--- src/rtl/telemetry_framer_pkg.sv ---
// Shared definitions for the telemetry framer.
// Contents: default frame delimiters, the traffic controller's state codes,
// the ASCII characters used in a frame, framer FSM states and a helper that
// turns a nibble into an uppercase ASCII hex digit.
package telemetry_framer_pkg;

  // Frame delimiters
  localparam logic [7:0] SOF_DEFAULT = 8'h24;  // '$'
  localparam logic [7:0] EOL_DEFAULT = 8'h0A;  // LF

  // Controller state codes. 0-7 pair up as green/yellow per direction,
  // 8 is all-red, and 9-12 are the per-direction crossing phases.
  localparam logic [3:0] CTL_N_GREEN  = 4'd0;
  localparam logic [3:0] CTL_N_YELLOW = 4'd1;
  localparam logic [3:0] CTL_S_GREEN  = 4'd2;
  localparam logic [3:0] CTL_S_YELLOW = 4'd3;
  localparam logic [3:0] CTL_E_GREEN  = 4'd4;
  localparam logic [3:0] CTL_E_YELLOW = 4'd5;
  localparam logic [3:0] CTL_W_GREEN  = 4'd6;
  localparam logic [3:0] CTL_W_YELLOW = 4'd7;
  localparam logic [3:0] CTL_ALL_RED  = 4'd8;
  localparam logic [3:0] CTL_N_XING   = 4'd9;
  localparam logic [3:0] CTL_S_XING   = 4'd10;
  localparam logic [3:0] CTL_E_XING   = 4'd11;
  localparam logic [3:0] CTL_W_XING   = 4'd12;

  // ASCII characters
  localparam logic [7:0] ASCII_N     = 8'h4E;
  localparam logic [7:0] ASCII_S     = 8'h53;
  localparam logic [7:0] ASCII_E     = 8'h45;
  localparam logic [7:0] ASCII_W     = 8'h57;
  localparam logic [7:0] ASCII_A     = 8'h41;
  localparam logic [7:0] ASCII_G     = 8'h47;
  localparam logic [7:0] ASCII_Y     = 8'h59;
  localparam logic [7:0] ASCII_T     = 8'h54;
  localparam logic [7:0] ASCII_X     = 8'h58;
  localparam logic [7:0] ASCII_QMARK = 8'h3F;
  localparam logic [7:0] ASCII_ZERO  = 8'h30;

  // Frame geometry and handshake timeout
  localparam logic [2:0] LAST_IDX      = 3'd6;
  localparam logic [2:0] WAIT_HI_LIMIT = 3'd4;

  typedef enum logic [1:0] {IDLE, START, WAIT_HI, WAIT_LO} tx_state_t;

  // 0-9 -> '0'-'9', 10-15 -> 'A'-'F'
  function automatic logic [7:0] hex_ascii(input logic [3:0] nib);
    return (nib < 4'd10) ? (ASCII_ZERO + {4'h0, nib}) : (8'h37 + {4'h0, nib});
  endfunction

endpackage

--- src/rtl/telemetry_encoder.sv ---
// Combinational encoder: controller state/timer -> payload characters.
// Ports:
//   state  in  4  controller state code
//   timer  in  4  controller countdown value
//   dir    out 8  direction character
//   phase  out 8  phase character
//   digit  out 8  timer digit character
//   ckh    out 8  checksum upper nibble as ASCII hex
//   ckl    out 8  checksum lower nibble as ASCII hex
module telemetry_encoder
  import telemetry_framer_pkg::*;
(
  input  logic [3:0] state,
  input  logic [3:0] timer,
  output logic [7:0] dir,
  output logic [7:0] phase,
  output logic [7:0] digit,
  output logic [7:0] ckh,
  output logic [7:0] ckl
);

  logic [7:0] ck;

  // States 0-7 encode direction in bits [2:1] and green/yellow in bit 0.
  always_comb begin
    dir   = ASCII_QMARK;
    phase = ASCII_QMARK;
    if (state <= CTL_W_YELLOW) begin
      case (state[2:1])
        2'd0:    dir = ASCII_N;
        2'd1:    dir = ASCII_S;
        2'd2:    dir = ASCII_E;
        default: dir = ASCII_W;
      endcase
      phase = state[0] ? ASCII_Y : ASCII_G;
    end else if (state == CTL_ALL_RED) begin
      dir   = ASCII_A;
      phase = ASCII_T;
    end else if (state <= CTL_W_XING) begin
      phase = ASCII_X;
      case (state)
        CTL_N_XING: dir = ASCII_N;
        CTL_S_XING: dir = ASCII_S;
        CTL_E_XING: dir = ASCII_E;
        default:    dir = ASCII_W;
      endcase
    end
  end

  assign digit = (timer <= 4'd9) ? (ASCII_ZERO + {4'h0, timer}) : ASCII_QMARK;
  assign ck    = dir ^ phase ^ digit;
  assign ckh   = hex_ascii(ck[7:4]);
  assign ckl   = hex_ascii(ck[3:0]);

endmodule

--- src/rtl/telemetry_framer.sv ---
// Telemetry framer: turns a controller snapshot into a 7-byte ASCII frame
// ($ DIR PHASE DIGIT CKH CKL LF) and feeds it byte by byte to a UART.
// Ports:
//   clk          in  1  system clock, rising edge
//   rst_n        in  1  synchronous active-low reset
//   snap_valid   in  1  one-cycle snapshot request
//   fsm_state    in  4  controller state, sampled with snap_valid
//   fsm_timer    in  4  controller countdown, sampled with snap_valid
//   tx_busy      in  1  UART busy flag
//   tx_data      out 8  byte presented to the UART
//   tx_start     out 1  one-cycle send strobe
//   frame_active out 1  high from first tx_start until EOL completes
//   overrun_cnt  out 8  saturating count of discarded snapshots
module telemetry_framer
  import telemetry_framer_pkg::*;
#(
  parameter logic [7:0] SOF_CHAR = SOF_DEFAULT,
  parameter logic [7:0] EOL_CHAR = EOL_DEFAULT
)(
  input  logic       clk,
  input  logic       rst_n,
  input  logic       snap_valid,
  input  logic [3:0] fsm_state,
  input  logic [3:0] fsm_timer,
  input  logic       tx_busy,
  output logic [7:0] tx_data,
  output logic       tx_start,
  output logic       frame_active,
  output logic [7:0] overrun_cnt
);

  tx_state_t  state, next_state;
  logic [2:0] idx;
  logic [2:0] wait_cnt;
  logic       load_byte;
  logic [2:0] load_sel;
  logic       eol_done;
  logic [7:0] byte_mux;
  logic       active;

  // cur_* is the snapshot being sent; pend_* is the single waiting slot
  logic       cur_valid, pend_valid;
  logic [3:0] cur_state, cur_timer, pend_state, pend_timer;

  logic [7:0] dir, phase, digit, ckh, ckl;

  telemetry_encoder u_encoder (
    .state (cur_state),
    .timer (cur_timer),
    .dir   (dir),
    .phase (phase),
    .digit (digit),
    .ckh   (ckh),
    .ckl   (ckl)
  );

  always_ff @(posedge clk) begin
    if (!rst_n) state <= IDLE;
    else        state <= next_state;
  end

  // tx_start is asserted only while the UART reports idle, so a held START
  // simply waits. WAIT_HI gives up after WAIT_HI_LIMIT cycles and resends.
  always_comb begin
    next_state = state;
    tx_start   = 1'b0;
    load_byte  = 1'b0;
    load_sel   = idx;
    eol_done   = 1'b0;
    case (state)
      IDLE: begin
        if (cur_valid) begin
          load_byte  = 1'b1;
          load_sel   = 3'd0;
          next_state = START;
        end
      end
      START: begin
        if (!tx_busy) begin
          tx_start   = 1'b1;
          next_state = WAIT_HI;
        end
      end
      WAIT_HI: begin
        if (tx_busy)                                 next_state = WAIT_LO;
        else if (wait_cnt == WAIT_HI_LIMIT - 3'd1)   next_state = START;
      end
      WAIT_LO: begin
        if (!tx_busy) begin
          if (idx == LAST_IDX) begin
            eol_done   = 1'b1;
            next_state = IDLE;
          end else begin
            load_byte  = 1'b1;
            load_sel   = idx + 3'd1;
            next_state = START;
          end
        end
      end
      default: next_state = IDLE;
    endcase
  end

  always_comb begin
    case (load_sel)
      3'd0:    byte_mux = SOF_CHAR;
      3'd1:    byte_mux = dir;
      3'd2:    byte_mux = phase;
      3'd3:    byte_mux = digit;
      3'd4:    byte_mux = ckh;
      3'd5:    byte_mux = ckl;
      default: byte_mux = EOL_CHAR;
    endcase
  end

  // A snapshot arriving on the EOL-completion edge is handled as if it had
  // arrived while the slot behind the current frame was being promoted, so
  // it is never counted as an overrun.
  always_ff @(posedge clk) begin
    if (!rst_n) begin
      idx         <= 3'd0;
      wait_cnt    <= 3'd0;
      tx_data     <= 8'h00;
      active      <= 1'b0;
      overrun_cnt <= 8'h00;
      cur_valid   <= 1'b0;
      pend_valid  <= 1'b0;
      cur_state   <= 4'h0;
      cur_timer   <= 4'h0;
      pend_state  <= 4'h0;
      pend_timer  <= 4'h0;
    end else begin
      if (state == START)        wait_cnt <= 3'd0;
      else if (state == WAIT_HI) wait_cnt <= wait_cnt + 3'd1;

      if (load_byte) begin
        tx_data <= byte_mux;
        idx     <= load_sel;
      end else if (eol_done) begin
        idx <= 3'd0;
      end

      if (eol_done)      active <= 1'b0;
      else if (tx_start) active <= 1'b1;

      if (snap_valid) begin
        if (!cur_valid || (eol_done && !pend_valid)) begin
          cur_valid <= 1'b1;
          cur_state <= fsm_state;
          cur_timer <= fsm_timer;
        end else if (eol_done) begin
          cur_state  <= pend_state;
          cur_timer  <= pend_timer;
          pend_state <= fsm_state;
          pend_timer <= fsm_timer;
        end else begin
          pend_valid <= 1'b1;
          pend_state <= fsm_state;
          pend_timer <= fsm_timer;
          if (pend_valid && overrun_cnt != 8'hFF) overrun_cnt <= overrun_cnt + 8'd1;
        end
      end else if (eol_done) begin
        cur_valid  <= pend_valid;
        cur_state  <= pend_state;
        cur_timer  <= pend_timer;
        pend_valid <= 1'b0;
      end
    end
  end

  assign frame_active = active | tx_start;

endmodule
--- config.mk ---
export PLATFORM = sky130hd
export DESIGN_NAME = telemetry_framer
export DESIGN_NICKNAME = d
export VERILOG_FILES = /design/src/rtl/telemetry_framer_pkg.sv /design/src/rtl/telemetry_encoder.sv /design/src/rtl/telemetry_framer.sv
export SDC_FILE = /design/constraint.sdc
export NUM_CORES = 1
export LEC_CHECK = 0
export BUFFER_PORTS_ARGS = -buffer_cell sky130_fd_sc_hd__clkbuf_2
export CORE_MARGIN = 2
export CORE_UTILIZATION = 60
export DETAILED_ROUTE_END_ITERATION = 16
export PLACE_DENSITY = 0.81
export SLEW_MARGIN = 0
export SYNTH_ARGS = -nofsm -noshare
export SYNTH_HDL_FRONTEND = slang
export SYNTH_SLANG_ARGS = --single-unit
--- constraint.sdc ---
create_clock -name clk -period 6.63 [get_ports clk]
set_clock_uncertainty 0.1 [all_clocks]
set_input_delay 1.6575 -clock clk [delete_from_list [all_inputs] [get_ports clk]]
set_output_delay 1.6575 -clock clk [all_outputs]
set_load 0.02 [all_outputs]
==> qor.csv, run 1 <==
metric;value;unit
cp.arrival;2.31;ns
ys.warnings.count;0;
postSynthCellCount;325;
die_y;71.41;um
crit_type;in2out;
cts_root_buffer;clkbuf_8;
worstMarginPinSlew;0.9762;ns
finalHoldViolations;0;
synth_nets;347;
p_leak;0.001225;uW
postRouteAntennaNets;0;
grt.total_usage;23.57;%
power_density;257.0;mW/mm^2
drt-met1-wl;2.743;mm
synth-seq-cells;42;
critical_path.cell_chain;clkbuf_2 > nor2b_1 > or2_2 > clkbuf_2;
grt_setup_unrepaired;no;
globalplace.congestion;0.9589;
antenna_found_initial;0;
ys_seq_area_share;30.84;%
top_layer;met4;
cp_slowest_stage_delay;0.28;ns
slew_viol_final;0;
hold_path.class;reg2reg;
period_share;61.37;%
cts_setup_buffers;0;
nets;361;
crit_family;simple AND/OR/NAND/NOR gates;
min_period;4.069;ns
synth_edf_count;0;
ys.flop_type;dfxtp_1;
synth_area_leader_cell;dfxtp_1;
grt_overflow;0;
cts_made_buffers;5;
route.detailed.drc;0;
avgSynthCellArea;8.389;sq um
h-tree-depth;2;
crit_required;4.87;ns
hpwl;4.061;mm
crit_path_max_fanout;8;
async_flop_share;0;%
seqCellArea;840.8;sq um
syn_to_final_growth;6.609;%
max_freq;0.2458;GHz
vias;2420;
multi_input_area;0.001733;sq mm
end_kind;primary output;
routed-wl-met2;2.665;mm
setup_violations;0;
wirelength;5.767;mm
crit_buf_inv;2;
syn_area;0.002726;sq mm
peakVddDrop;0.1582;mV
cts_buffer_depth;2;
grt_pass1_wl;9.715;mm
clock_latency;0.29;ns
grt_max_degree;33;
initial_core_util;62.61;%
io_buffers;28;
die_width;71.41;um
cts_sinks;42;
num_io_pins;30;
grt_pass1_vias;2125;
netlist.area_leader.share;30.84;%
final.setup.tns;0;ns
cap_violations;0;
synthTopCellsByArea;dfxtp_1 31%, mux2i_1 7.0%, nor2_1 5.8%;
cts_resized;0;
core-area;0.004354;sq mm
antenna_cells;0;
crit_slowest_cell;or2_2;
fillers;360;
final_area;0.002907;sq mm
slew-limit-headroom;34.85;%
core.rowCount;24;
wl_per_cell;14.71;um
post_dp_cell_area;0.002820;sq mm
die_area;0.005099;sq mm
met3_length;283;um
status;completed;
drt_iter0_markers;275;
cts_hold_buffers;0;
holdWs;0.3937;ns
drive_above_1_share;14.71;%
cpMostUsedCell;clkbuf_2;
clk_pin_slew;0.08;ns
viasPerCell;6.173;
dr.pass1.iters;5;
synth_cell_types;70;
cp-start-kind;input pin;
cts_tree;done;
## Yosys cell counts, types with 2 or more instances
cell type,instances
ha_1,10
clkbuf_1,10
buf_6,2
o22ai_1,2
nand2_1,22
xor2_1,9
o21ai_1,2
or3_1,2
mux2i_1,19
o21ai_0,21
inv_1,9
a211oi_1,12
a32oi_1,2
a21oi_1,19
nand2b_1,3
nand4_1,2
buf_2,4
a31oi_1,6
or4_1,2
and3_1,4
xnor2_1,4
nor3b_1,3
dfxtp_1,42
o211ai_1,4
buf_4,4
nor2b_1,4
nor3_1,6
o21a_1,6
nor2_1,42
nand3_1,8
## flip-flops by register name (all words and copies together), names as in the netlist
name,flops
pend_valid,1
pend_state,4
cur_state,4
cur_timer,4
state,2
active,1
cur_valid,1
pend_timer,4
idx,3
overrun_cnt,8
wait_cnt,3
tx_data,7
## cell families (layout without fill, tap and decap cells)
family | after synthesis | after routing | synth area share (%)
flops | 42 | 42 | 30.84
xor+xnor | 14 | 14 | 5.002
simple gates | 114 | 114 | 21.75
compound gates | 92 | 92 | 24.05
fa+ha+maj | 10 | 10 | 4.589
mux | 21 | 21 | 8.031
buf+inv | 31 | 46 | 5.599
other cells | 1 | 1 | 0.1375
## cell type report
type | instances | area share, %
Timing Repair Buffer | 29 | 5.080
Sequential cell | 42 | 28.93
Multi-Input combinational cell | 252 | 59.62
Clock inverter | 2 | 0.4735
Tap cell | 52 | 2.238
Clock buffer | 6 | 2.497
Inverter | 9 | 1.162
## layer usage
layer | vias to the layer above | global-route usage, %
met3 | 6 | 4.923
met5 | - | 0
met4 | 0 | 7.547
met2 | 68 | 37.35
met1 | 1138 | 32.33
li1 | 1208 | -
## metrics by stage
step | util (%) | worst slack [ns] | power (uW) | cells
2_1_floorplan | - | 2.637 | 525.1 | 325
3_3_place_gp | 64.77 | 2.584 | 578.6 | 384
3_5_place_dp | 64.77 | 2.544 | 584.4 | 384
4_1_cts | 66.75 | 2.560 | 750.9 | 392
5_1_grt | 66.75 | 2.526 | 796.4 | 392
6_report | 66.75 | 2.561 | 746.9 | 392
## power breakdown
| group | leakage (uW) | switching, uW | internal, uW |
|---|---|---|---|
| clock | 0.0000452 | 90.6 | 74.4 |
| combinational | 0.000837 | 168 | 110 |
| sequential | 0.000343 | 25.9 | 278 |
| total | 0.00122 | 285 | 462 |
## cell usage in the layout, fill, tap and decap left out, types with 8 or more instances in the layout
cell type / n
clkbuf_2: 28
ha_1: 10
nand2_1: 22
dfxtp_1: 42
nand3_1: 8
mux2i_1: 19
a211oi_1: 12
xor2_1: 9
o21ai_0: 21
a21oi_1: 19
inv_1: 9
nor2_1: 42
## final timing paths
kind / startpoint / to / slack [ns] / cells past startpoint
min reg2reg: wait_cnt[2] / wait_cnt[2] / 0.39 / 2
max reg2reg: idx[0] / overrun_cnt[7] / 3.45 / 9
max: tx_busy / frame_active / 2.56 / 4
min: wait_cnt[2] / wait_cnt[2] / 0.39 / 2
## worst min-delay path: stages, from the launching register on
cell and delay, ns:
dfxtp_1 0.32, nor2_1 0.09, a211oi_1 0.04
Power figures use the tool's default switching activity.
==> inputs of run 2 (changes only) <==
ABC_AREA = 1   (was default)
CORE_UTILIZATION = 53   (was 60)
PLACE_DENSITY = 0.76   (was 0.81)
clock period = 3.45 ns   (was 6.63 ns; I/O delays follow)
==> qor.csv, run 2 <==
metric;value;unit
postRouteAntennaNets;0;
synth_edf_count;0;
max_freq;0.4189;GHz
holdWs;0.3721;ns
total_power;1273;uW
core-area;0.005010;sq mm
die_area;0.005709;sq mm
syn_to_final_growth;11.34;%
ys.flop_type;dfxtp_1;
cts_buffer_depth;2;
setup_violations;0;
grt_setup_unrepaired;no;
postSynthCellCount;413;
grt_pass1_vias;2367;
hpwl;4.437;mm
largest-register;overrun_cnt;
p_leak;0.001344;uW
synthTopCellsByCount;103 x nand2_1, 52 x nor2_1, 42 x dfxtp_1;
cp-start-kind;register;
status;completed;
biggestRegsByFlops;overrun_cnt x8, tx_data x7;
syn_area;0.002714;sq mm
largest_register_ffs;8;
netlist.area_leader.share;30.98;%
synthTopCellsByArea;dfxtp_1 31%, nand2_1 14%, nor2_1 7.2%;
initial_core_util;54.17;%
cts_root_buffer;clkbuf_8;
drive_above_1_share;19.91;%
num_io_pins;30;
antenna_cells;0;
nets;463;
wl_per_cell;11.46;um
core.rowCount;26;
cts_made_buffers;5;
slew_viol_final;0;
antenna_found_initial;0;
vias;2648;
cp.arrival;1.42;ns
drt_iter0_markers;242;
slew-limit-headroom;62.63;%
final.setup.tns;0;ns
crit_path_max_fanout;4;
cts_sinks;42;
cts_setup_buffers;0;
io_buffers;28;
h-tree-depth;2;
final_area;0.003022;sq mm
async_flop_share;0;%
crit_required;2.49;ns
post_dp_cell_area;0.002912;sq mm
grt_overflow;0;
grt_pass1_wl;9.991;mm
multi_input_area;0.001667;sq mm
die_width;75.56;um
period_share;69.19;%
cts_resized;0;
grt_max_degree;24;
r2r_slack;1.19;ns
end_kind;primary output;
fillers;530;
peakVddDrop;0.2639;mV
utilization;60.31;%
die_y;75.56;um
globalplace.congestion;1.053;
ys.warnings.count;0;
avgSynthCellArea;6.571;sq um
viasPerCell;5.172;
cts_tree;done;
clk_pin_slew;0.09;ns
layout_commonest_cell;nand2_1;
synth-seq-cells;42;
synth_cell_types;40;
synth_area_leader_cell;dfxtp_1;
finalHoldViolations;0;
crit_type;reg2out;
cap_violations;0;
grt.total_usage;22.15;%
route.detailed.drc;0;
clock_latency;0.30;ns
power_density;421.3;mW/mm^2
min_period;2.387;ns
hold_path.class;reg2reg;
wirelength;5.866;mm
ys_seq_area_share;30.98;%
seqCellArea;840.8;sq um
worstMarginPinSlew;0.5572;ns
synth.most_common_cell;nand2_1;
layout_common_cells;103 x nand2_1, 52 x nor2_1, 42 x dfxtp_1;
synth_nets;435;
cts_hold_buffers;0;
dr.pass1.iters;4;
run 2: cell types whose count changed after synthesis, sizes merged, moves of 8 or more:
| cell | change |
|---|---|
| nand2 | +107 |
| o21ai | +9 |
| nand3 | +21 |
| clkbuf | -8 |
| mux2i | -20 |
| a211oi | -12 |
| nor2 | +18 |
| inv | +33 |
run 2: final timing paths:
kind / startpoint / end / depth (start not counted)
max: state[1] / frame_active / 7
min: wait_cnt[1] / wait_cnt[1] / 2
max reg2reg: idx[0] / cur_timer[3] / 11
min reg2reg: wait_cnt[1] / wait_cnt[1] / 2
run 2: per-stage QoR:
| stage | setup slack (ns) | cells |
|---|---|---|
| after floorplan | 1.044 | 413 |
| after global placement | 0.9688 | 504 |
| after detailed placement | 0.9449 | 504 |
| after CTS | 1.048 | 512 |
| after global routing | 0.9379 | 512 |
| final | 1.063 | 512 |
run 2: power breakdown:
part	total [uW]	leakage [uW]	internal (uW)	switching, uW
logic	338	0.000949	114	224
clock network	393	0.0000514	216	177
registers	543	0.000343	516	26.6
run 2: area by class of cell:
cell class / instances / area share, %
clock buffer: 6 / 2.402
inverter: 45 / 5.590
sequential: 42 / 27.83
tap: 70 / 2.899
multi-input combinational: 318 / 55.16
timing repair buffer: 29 / 4.886
clock inverter: 2 / 1.242
run 2: cells by family after synthesis:
logic type	count (synthesis)	share of synthesized area, %
AND/OR/NAND/NOR	233	41.08
AO/OA/AOI/OAI	70	14.29
buffers and inverters	53	7.607
flip-flops	42	30.98
adder cells (fa/ha/maj)	10	4.610
XOR/XNOR	4	1.291
other	1	0.1382
run 2: layer usage:
layer  share of wire (%)  wire [um]  global-route usage, %
met3                 6.1        356                  4.365
met4                 1.8        106                  8.577
met1                  47       2785                  29.41
met5                   0          0                      0
met2                  45       2619                  35.56
run 2: critical path: stages (launching register included):
cell and delay [ns]:
dfxtp_1 0.38, inv_1 0.10, ha_1 0.20, inv_1 0.07
nor2_1 0.05, nor2_1 0.12, inv_1 0.05, clkbuf_2 0.15
==> inputs of run 3 (changes only) <==
clock period = 2 ns   (was 3.45 ns; I/O delays follow)
==> qor.csv, run 3 (same netlist as run 2, synthesis figures left out) <==
metric;value;unit
crit_slowest_cell;dfxtp_2;
num_io_pins;30;
cts_buffer_depth;2;
globalplace.congestion;1.041;
grt_overflow;0;
cts_hold_buffers;0;
setup_violations;6;
grt_util_met2;44.35;%
use_met1;29.58;%
wirelength;7.905;mm
h-tree-depth;2;
power_density;660.6;mW/mm^2
grt_setup_unrepaired;yes;
p_leak;0.001633;uW
cts_tree;done;
crit_type;reg2reg;
drive_above_1_share;37.73;%
crit_path_max_fanout;6;
final.setup.tns;-0.2448;ns
grt_pass1_wl;11.18;mm
layout_commonest_cell;nand2_1;
clk_pin_slew;0.09;ns
cp_slowest_stage_delay;0.35;ns
cpMostUsedCell;nand2_1;
viasPerCell;5.423;
total_power;2399;uW
max_freq;0.4792;GHz
period_share;104.3;%
clock_latency;0.31;ns
initial_core_util;54.17;%
cp-start-kind;register;
drt_iter0_markers;349;
syn_to_final_growth;33.79;%
violations;negative setup slack;
vias;3053;
status;finished with violations;
cap_violations;0;
hold_path.class;in2reg;
antenna_found_initial;0;
critical_path.cell_chain;buf_4 > ha_1 > nand2_1 > nand2_1 > nand3_1 > nand2_1 > nand2_2 > buf_6 > nor2_4 > nand2_1 > nand2_1 > nor2_1 > nand2_1 > nand2_1 > a21oi_2;
cts_sinks;42;
min_period;2.087;ns
slew_viol_final;0;
dr.pass1.iters;9;
postRouteAntennaNets;0;
wl_per_cell;14.04;um
hpwl;4.812;mm
finalHoldViolations;0;
peakVddDrop;0.5826;mV
cts_root_buffer;clkbuf_8;
busiest_layer;met2;
die_y;75.56;um
end_kind;register;
core-area;0.005010;sq mm
io_buffers;28;
antenna_cells;0;
cts_made_buffers;5;
die_width;75.56;um
largest-register;overrun_cnt;
nets;514;
grt_pass1_vias;2679;
grt_max_degree;23;
layout_common_cells;94 x nand2_1, 50 x buf_4, 45 x nor2_1;
largest_register_ffs;8;
core.rowCount;26;
grt.total_usage;25.28;%
crit_required;2.11;ns
met3_usage;5.952;%
biggestRegsByFlops;overrun_cnt x8, tx_data x7;
setup_ws;-0.08663;ns
cp.arrival;2.20;ns
route.detailed.drc;0;
fillers;404;
die_area;0.005709;sq mm
## run 3: what timing repair did
item                       CTS  global route
pin swaps                    1            26
resized for setup           15            65
setup endpoints to repair   14            36
buffers inserted            10            17
## run 3: per-stage QoR
step	hold slack [ns]	std cells	utilization (%)	area, sq um	setup slack [ns]
2_1_floorplan	0.3420	413	-	2714	0.09703
3_3_place_gp	0.3527	530	62.01	3107	-0.006079
3_5_place_dp	0.3639	530	62.01	3107	-0.02735
4_1_cts	0.3262	548	66.23	3318	-0.009170
5_1_grt	0.3443	563	72.48	3631	-0.1568
6_report	0.3245	563	72.48	3631	-0.08663
## run 3: final timing paths
check,startpoint,to,slack (ns),cells after the start
setup / recovery,idx[0],tx_data[0],-0.09,15
hold / removal,fsm_timer[1],pend_timer[1],0.32,3
hold reg to reg,pend_state[1],cur_state[1],0.37,2
setup reg to reg,idx[0],tx_data[0],-0.09,15
## run 3: where the power goes
group / internal (uW) / switching (uW)
logic: 373 / 525
registers: 893 / 39.4
clock network: 245 / 323
total: 1510 / 888
## run 3: layer usage
layer / vias up / wire [um]
li1: 1494 / -
met1: 1371 / 3233
met2: 140 / 3784
met3: 48 / 481
met4: 0 / 405
met5: - / 0
## run 3: worst max-delay path: cells and delay by family (launching register included)
kind | cells | cell delay (ns)
flops | 1 | 0.35
fa+ha+maj | 1 | 0.20
compound gates | 1 | 0.05
simple gates | 11 | 0.96
buf+inv | 2 | 0.32
## run 3: layout make-up
class,instances,area (sq um),area share [%]
Clock buffer,5,68.82,1.895
Clock inverter,3,21.27,0.5858
Inverter,45,185.2,5.100
Multi-Input combinational cell,318,1868,51.45
Sequential cell,42,853.3,23.50
Tap cell,70,87.58,2.412
Timing Repair Buffer,80,546.8,15.06
